## config.mk

```make
export PLATFORM = sky130hd
export DESIGN_NAME = sys_array_stream
export DESIGN_NICKNAME = d
export VERILOG_FILES = /design/src/rtl/sys_array_stream.sv
export SDC_FILE = /design/constraint.sdc
export NUM_CORES = 2
export LEC_CHECK = 0
export CORE_ASPECT_RATIO = 0.8
export CORE_MARGIN = 4
export CORE_UTILIZATION = 66
export CTS_BUF_LIST = sky130_fd_sc_hd__clkbuf_8
export DETAILED_ROUTE_END_ITERATION = 12
export PLACE_DENSITY = 0.84
export SLEW_MARGIN = 20
export SYNTH_ARGS = -nofsm -noshare
export SYNTH_HDL_FRONTEND = slang
export SYNTH_SLANG_ARGS = --single-unit
export TNS_END_PERCENT = 50
```

## constraint.sdc

```tcl
create_clock -name clk -period 35.3 [get_ports clk]
set_clock_uncertainty 0.1 [all_clocks]
set_input_delay 7.06 -clock clk [delete_from_list [all_inputs] [get_ports clk]]
set_output_delay 7.06 -clock clk [all_outputs]
set_load 0.005 [all_outputs]
```

## src/rtl/sys_array_stream.sv

```systemverilog
// Streaming weight-stationary systolic MAC array with internal input skew and output deskew.
// Optional build macro: SYS_ARRAY_SIGNED_EN selects two's-complement operands (default unsigned).
module sys_array_stream #(
  parameter int DATA_WIDTH = 8,
  parameter int ARRAY_W    = 4,
  parameter int ARRAY_L    = 4,
  parameter int ACC_WIDTH  = 2*DATA_WIDTH + $clog2(ARRAY_L)
) (
  input  logic                                  clk,
  input  logic                                  reset,
  input  logic                                  w_valid,
  output logic                                  w_ready,
  input  logic [0:ARRAY_L-1][DATA_WIDTH-1:0]    w_data,
  input  logic                                  reload,
  input  logic                                  in_valid,
  output logic                                  in_ready,
  input  logic [0:ARRAY_L-1][DATA_WIDTH-1:0]    in_data,
  output logic                                  out_valid,
  input  logic                                  out_ready,
  output logic [0:ARRAY_W-1][ACC_WIDTH-1:0]     out_data,
  output logic                                  busy
);
  localparam int LAT = ARRAY_L + ARRAY_W;
  localparam int CW  = $clog2(LAT + 2);
  localparam int RCW = (ARRAY_W > 1) ? $clog2(ARRAY_W) : 1;

  typedef enum logic [1:0] {
    S_LOAD  = 2'd0,
    S_RUN   = 2'd1,
    S_DRAIN = 2'd2
  } state_t;

  state_t                r_state;
  logic [RCW-1:0]        r_row;
  logic                  r_w_ready;
  logic [DATA_WIDTH-1:0] r_w   [0:ARRAY_W-1][0:ARRAY_L-1];
  logic [DATA_WIDTH-1:0] r_x   [0:ARRAY_W-1][0:ARRAY_L-1];
  logic [ACC_WIDTH-1:0]  r_ps  [0:ARRAY_W-1][0:ARRAY_L-1];
  logic [ACC_WIDTH-1:0]  r_out [0:ARRAY_W-1];
  logic [LAT-1:0]        r_vld;
  logic                  r_out_valid;
  logic [CW-1:0]         r_cnt;

  logic                  w_adv;
  logic                  w_in_hs;
  logic                  w_out_hs;
  logic [DATA_WIDTH-1:0] w_skew [0:ARRAY_L-1];
  logic [ACC_WIDTH-1:0]  w_ds   [0:ARRAY_W-1];

  // Product of one weight and one input element, extended to accumulator width.
  function automatic logic [ACC_WIDTH-1:0] mac_prod(input logic [DATA_WIDTH-1:0] a,
                                                    input logic [DATA_WIDTH-1:0] b);
`ifdef SYS_ARRAY_SIGNED_EN
    logic signed [2*DATA_WIDTH-1:0] v_p;
    v_p = $signed({{DATA_WIDTH{a[DATA_WIDTH-1]}}, a}) * $signed({{DATA_WIDTH{b[DATA_WIDTH-1]}}, b});
    return ACC_WIDTH'(v_p);
`else
    logic [2*DATA_WIDTH-1:0] v_p;
    v_p = {{DATA_WIDTH{1'b0}}, a} * {{DATA_WIDTH{1'b0}}, b};
    return ACC_WIDTH'(v_p);
`endif
  endfunction

  // A stalled output beat freezes every pipeline stage so wavefronts stay aligned.
  assign w_adv     = !(r_out_valid && !out_ready);
  assign in_ready  = (r_state == S_RUN) && w_adv;
  assign w_in_hs   = in_valid && in_ready;
  assign w_out_hs  = r_out_valid && out_ready;
  assign w_ready   = r_w_ready;
  assign out_valid = r_out_valid;
  assign busy      = (r_cnt != '0);

  // Control FSM: row-by-row weight load, streaming, and drain before reload.
  always_ff @(posedge clk or posedge reset) begin
    if (reset) begin
      r_state   <= S_LOAD;
      r_row     <= '0;
      r_w_ready <= 1'b1;
      for (int i = 0; i < ARRAY_W; i++) begin
        for (int j = 0; j < ARRAY_L; j++) begin
          r_w[i][j] <= '0;
        end
      end
    end else begin
      case (r_state)
        S_LOAD: begin
          if (w_valid) begin
            for (int j = 0; j < ARRAY_L; j++) begin
              r_w[r_row][j] <= w_data[j];
            end
            if (r_row == RCW'(ARRAY_W - 1)) begin
              r_row     <= '0;
              r_state   <= S_RUN;
              r_w_ready <= 1'b0;
            end else begin
              r_row <= r_row + RCW'(1);
            end
          end
        end
        S_RUN: begin
          if (reload) begin
            r_state <= S_DRAIN;
          end
        end
        S_DRAIN: begin
          if (r_cnt == '0) begin
            r_state   <= S_LOAD;
            r_w_ready <= 1'b1;
          end
        end
        default: begin
          r_state   <= S_LOAD;
          r_row     <= '0;
          r_w_ready <= 1'b1;
        end
      endcase
    end
  end

  // In-flight vector count.
  always_ff @(posedge clk or posedge reset) begin
    if (reset) begin
      r_cnt <= '0;
    end else if (w_in_hs && !w_out_hs) begin
      r_cnt <= r_cnt + CW'(1);
    end else if (!w_in_hs && w_out_hs) begin
      r_cnt <= r_cnt - CW'(1);
    end
  end

  // Input skew: column j reaches row 0 j cycles after column 0.
  for (genvar j = 0; j < ARRAY_L; j++) begin : g_skew
    if (j == 0) begin : g_direct
      assign w_skew[j] = in_data[j];
    end else begin : g_chain
      logic [DATA_WIDTH-1:0] r_sk [0:j-1];
      always_ff @(posedge clk or posedge reset) begin
        if (reset) begin
          for (int k = 0; k < j; k++) begin
            r_sk[k] <= '0;
          end
        end else if (w_adv) begin
          r_sk[0] <= in_data[j];
          for (int k = 1; k < j; k++) begin
            r_sk[k] <= r_sk[k-1];
          end
        end
      end
      assign w_skew[j] = r_sk[j-1];
    end
  end

  // MAC grid: inputs move down rows, partial sums move across columns.
  always_ff @(posedge clk or posedge reset) begin
    if (reset) begin
      r_vld       <= '0;
      r_out_valid <= 1'b0;
      for (int i = 0; i < ARRAY_W; i++) begin
        r_out[i] <= '0;
        for (int j = 0; j < ARRAY_L; j++) begin
          r_x[i][j]  <= '0;
          r_ps[i][j] <= '0;
        end
      end
    end else if (w_adv) begin
      r_vld       <= {r_vld[LAT-2:0], w_in_hs};
      r_out_valid <= r_vld[LAT-1];
      for (int j = 0; j < ARRAY_L; j++) begin
        r_x[0][j] <= w_skew[j];
      end
      for (int i = 1; i < ARRAY_W; i++) begin
        for (int j = 0; j < ARRAY_L; j++) begin
          r_x[i][j] <= r_x[i-1][j];
        end
      end
      for (int i = 0; i < ARRAY_W; i++) begin
        r_ps[i][0] <= mac_prod(r_w[i][0], r_x[i][0]);
        for (int j = 1; j < ARRAY_L; j++) begin
          r_ps[i][j] <= r_ps[i][j-1] + mac_prod(r_w[i][j], r_x[i][j]);
        end
        r_out[i] <= w_ds[i];
      end
    end
  end

  // Output deskew: row i finishes i cycles after row 0, so earlier rows wait longer.
  for (genvar i = 0; i < ARRAY_W; i++) begin : g_deskew
    if (i == ARRAY_W - 1) begin : g_direct
      assign w_ds[i] = r_ps[i][ARRAY_L-1];
    end else begin : g_chain
      logic [ACC_WIDTH-1:0] r_ds [0:ARRAY_W-2-i];
      always_ff @(posedge clk or posedge reset) begin
        if (reset) begin
          for (int k = 0; k <= ARRAY_W - 2 - i; k++) begin
            r_ds[k] <= '0;
          end
        end else if (w_adv) begin
          r_ds[0] <= r_ps[i][ARRAY_L-1];
          for (int k = 1; k <= ARRAY_W - 2 - i; k++) begin
            r_ds[k] <= r_ds[k-1];
          end
        end
      end
      assign w_ds[i] = r_ds[ARRAY_W-2-i];
    end
    assign out_data[i] = r_out[i];
  end

endmodule
```

==> impl_metrics.py <==
metrics = {
    "synthesis": {
        "synth_seq_cells": 778,
        "yosysSeqAreaShare": 0.283,
        "ys_async_sr_fraction": 1.00,
        "synth.top_cell.area_share": 0.283,
        "yosys_warnings": 0,
        "synth_flop_cell": "dfrtp_1",
        "synth_edf_count": 0,
        "netlist_top_cells_area": "dfrtp_1, fa_1, ha_1, nand2_1, inv_1",
        "yosysTopAreaCell": "dfrtp_1",
        "yosysUniqueCellTypes": 75,
        "synth_area_per_cell_sq_um": 8.93,
        "syn_inst": 7703,
        "synth_area_sq_um": 68800,
        "synth_fp_nets": 9141,
    },
    "critical_path": {
        "worstReg2RegEnd": "r_ps[17]",
        "worstPathCellList": "clkdlybuf4s50_1 -> nand2b_4 -> and2_1 -> clkdlybuf4s50_1",
        "crit_path_frequent_cell": "clkdlybuf4s50_1",
        "crit_required_ns": 28.14,
        "reg2reg_depth": 15,
        "r2r-start": "r_x[0]",
        "slowest_stage": "nand2b_4",
        "cp-start-kind": "input port",
        "critPathMaxFanout": 53,
        "regToRegSetupSlack_ns": 30.20,
        "arrival_ns": 8.99,
        "cp-end-kind": "primary output",
        "critPathMaxStageDelay_ns": 0.60,
        "crit_type": "input port to primary output",
    },
    "place": {
        "hpwl_mm": 111,
        "gp_congestion": 0.890,
        "portBuffers": 145,
        "placed_area_sq_um": 71000,
    },
    "drt": {
        "dr.pass1.iters": 5,
        "num_vias": 49492,
        "wl_per_cell_microns": 15.6,
        "ant_nets": 0,
        "drc": 0,
        "first_iter_violations": 3476,
        "wl_mm": 144,
        "vias_per_cell": 5.39,
    },
    "clocking": {
        "post_cts_buffers": 0,
        "cts_tree": "done",
        "path_clk_slew_ns": 0.06,
        "cts_resized": 0,
        "ctsHoldBuffers": 0,
        "clock_sinks": 778,
        "clk-insertion-delay-late_ns": 0.82,
        "clockBufferDepth": 3,
        "cts_buffers": 119,
        "h-tree-depth": 3,
        "clock_tree.root_cell": "clkbuf_8",
    },
    "sta": {
        "slew_headroom": 0.281,
        "slew_violations": 0,
        "min_period_ns": 16.15,
        "setup_viol": 0,
        "max_freq_mhz": 61.9,
        "fin_setup_tns_ns": 0,
        "worst_pin_slew_ns": 1.08,
        "rsz0062_at_grt": "no",
        "period_share": 0.457,
        "hold_viol": 0,
    },
    "finish": {
        "final_cell_mix": "nand2_1, inv_1, dfrtp_1",
        "area_growth_pct": 7.08,
        "final_common_cell": "nand2_1",
        "fill_cells": 7654,
        "fin_area_sq_um": 73600,
        "fin_nets": 9135,
        "post-route-util": 0.715,
        "drive_above_1_share": 0.0479,
    },
    "die": {
        "dieHeight_microns": 297,
        "io_pins": 146,
        "die_width_microns": 369,
        "die_area_sq_um": 109000,
        "fp-row-count": 105,
        "core-area_sq_um": 103000,
        "start_util": 0.668,
    },
    "flow_run": {
        "maxCapViolCount": 0,
    },
    "outcome": {
        "outcome": "complete, no violations",
    },
    "global_route": {
        "gr-total-overflow": 0,
        "grt_first_pass_wirelength_mm": 247,
        "grt_use_total": 0.270,
        "grt_max_degree": 212,
        "antenna_found_initial": 1,
        "grt_pass1_vias": 50313,
    },
    "worst_hold_path": {
        "whs_path_depth": 2,
        "hold_path.class": "flip-flop to flip-flop",
        "min_to": "out_data[45]",
        "worstHoldStart": "out_data[45]",
    },
}
## logic make-up (layout without fill, tap and decap cells)
family                     Yosys count  count (layout)  share of synthesized area
DFF                                778             778                      0.283
other                                0               2                          0
AOI/OAI and AO/OA                  786             786                     0.0714
and+or+nand+nor                   2824            2824                      0.183
xor gates and xnor gates           134             134                     0.0171
buffers and inverters             1674            1762                     0.0922
adders and majority gates         1368            1368                      0.331
muxes                              139             139                     0.0226
## per-layer routing
metal / routed length [microns] / global-route usage / vias to the layer above
li1: - / - / 23704
met1: 65400 / 0.389 / 24256
met2: 66800 / 0.434 / 1292
met3: 7790 / 0.0384 / 240
met4: 3640 / 0.0711 / 0
met5: 0 / 0 / -
## worst max-delay path: cells and delay by family
family,cells,cell delay [ns]
buf+inv,2,1.08
simple gates,2,0.83
## flip-flops by register name, indices dropped and copies added (netlist names)
name                   flops
out_data                  72
r_cnt                      4
r_row                      2
r_x                      128
w_ready                    1
r_w                      128
g_deskew.g_chain.r_ds    108
r_ps                     276
g_skew.g_chain.r_sk       48
out_valid                  1
r_state                    2
r_vld                      8
## synth_stat cells (all sizes together), types with 4 or more instances
cell and n:
o2111ai 6, nor2b 18, inv 1378, nand2b 24, a31oi 24, and2 623, o31a 13, o31ai 31
o21a 36, a31o 11, ha 619, and3 19, or2 6, xnor2 68, o211ai 14, a21boi 6
dfrtp 777, o21bai 18, clkbuf 242, a21o 56, fa 749, nor3b 7, a22o 5, xor2 66
o21ai 209, nand3 36, or3 9, buf 54, nand2 1779, o22ai 16, nor4 4, mux2 132
nand4 14, a221oi 7, mux2i 7, a211oi 44, a2111o 6, or4 4, nor2 233, o211a 7
nor3 35, a21oi 243
## stage by stage
step	instances	setup WS [ns]	hold slack, ns
finish	9184	19.15	0.361
global route	9183	19.08	0.383
CTS	9182	19.15	0.360
detailed placement	8967	19.17	0.353
global placement	8967	19.21	0.348
floorplan	7703	6.30	0.330
## worst max path at each step
| stage | slack, ns | depth (start not counted) | startpoint | end |
|---|---|---|---|---|
| 2_1_floorplan | 6.30 | 1 | reset | g_deskew[0].g_chain.r_ds[0] |
| 3_3_place_gp | 19.21 | 4 | out_ready | in_ready |
| 3_5_place_dp | 19.17 | 4 | out_ready | in_ready |
| 4_1_cts | 19.15 | 4 | out_ready | in_ready |
| 5_1_grt | 19.08 | 4 | out_ready | in_ready |
| 6_report | 19.15 | 4 | out_ready | in_ready |
## layout make-up
class                   count  area, sq um  share of cell area
diodes                      2         5.00           0.0000680
clock buffers             146         2010              0.0273
clock inverters            69          594             0.00807
inverters                1378         5180              0.0703
multi-input cells        5251        43000               0.584
flip-flops and latches    778        19500               0.264
well taps                1391         1740              0.0236
repair buffers            169         1660              0.0225
Power is not shown: default switching activity piles up to over one toggle a cycle in this logic, so the estimate is an artifact.
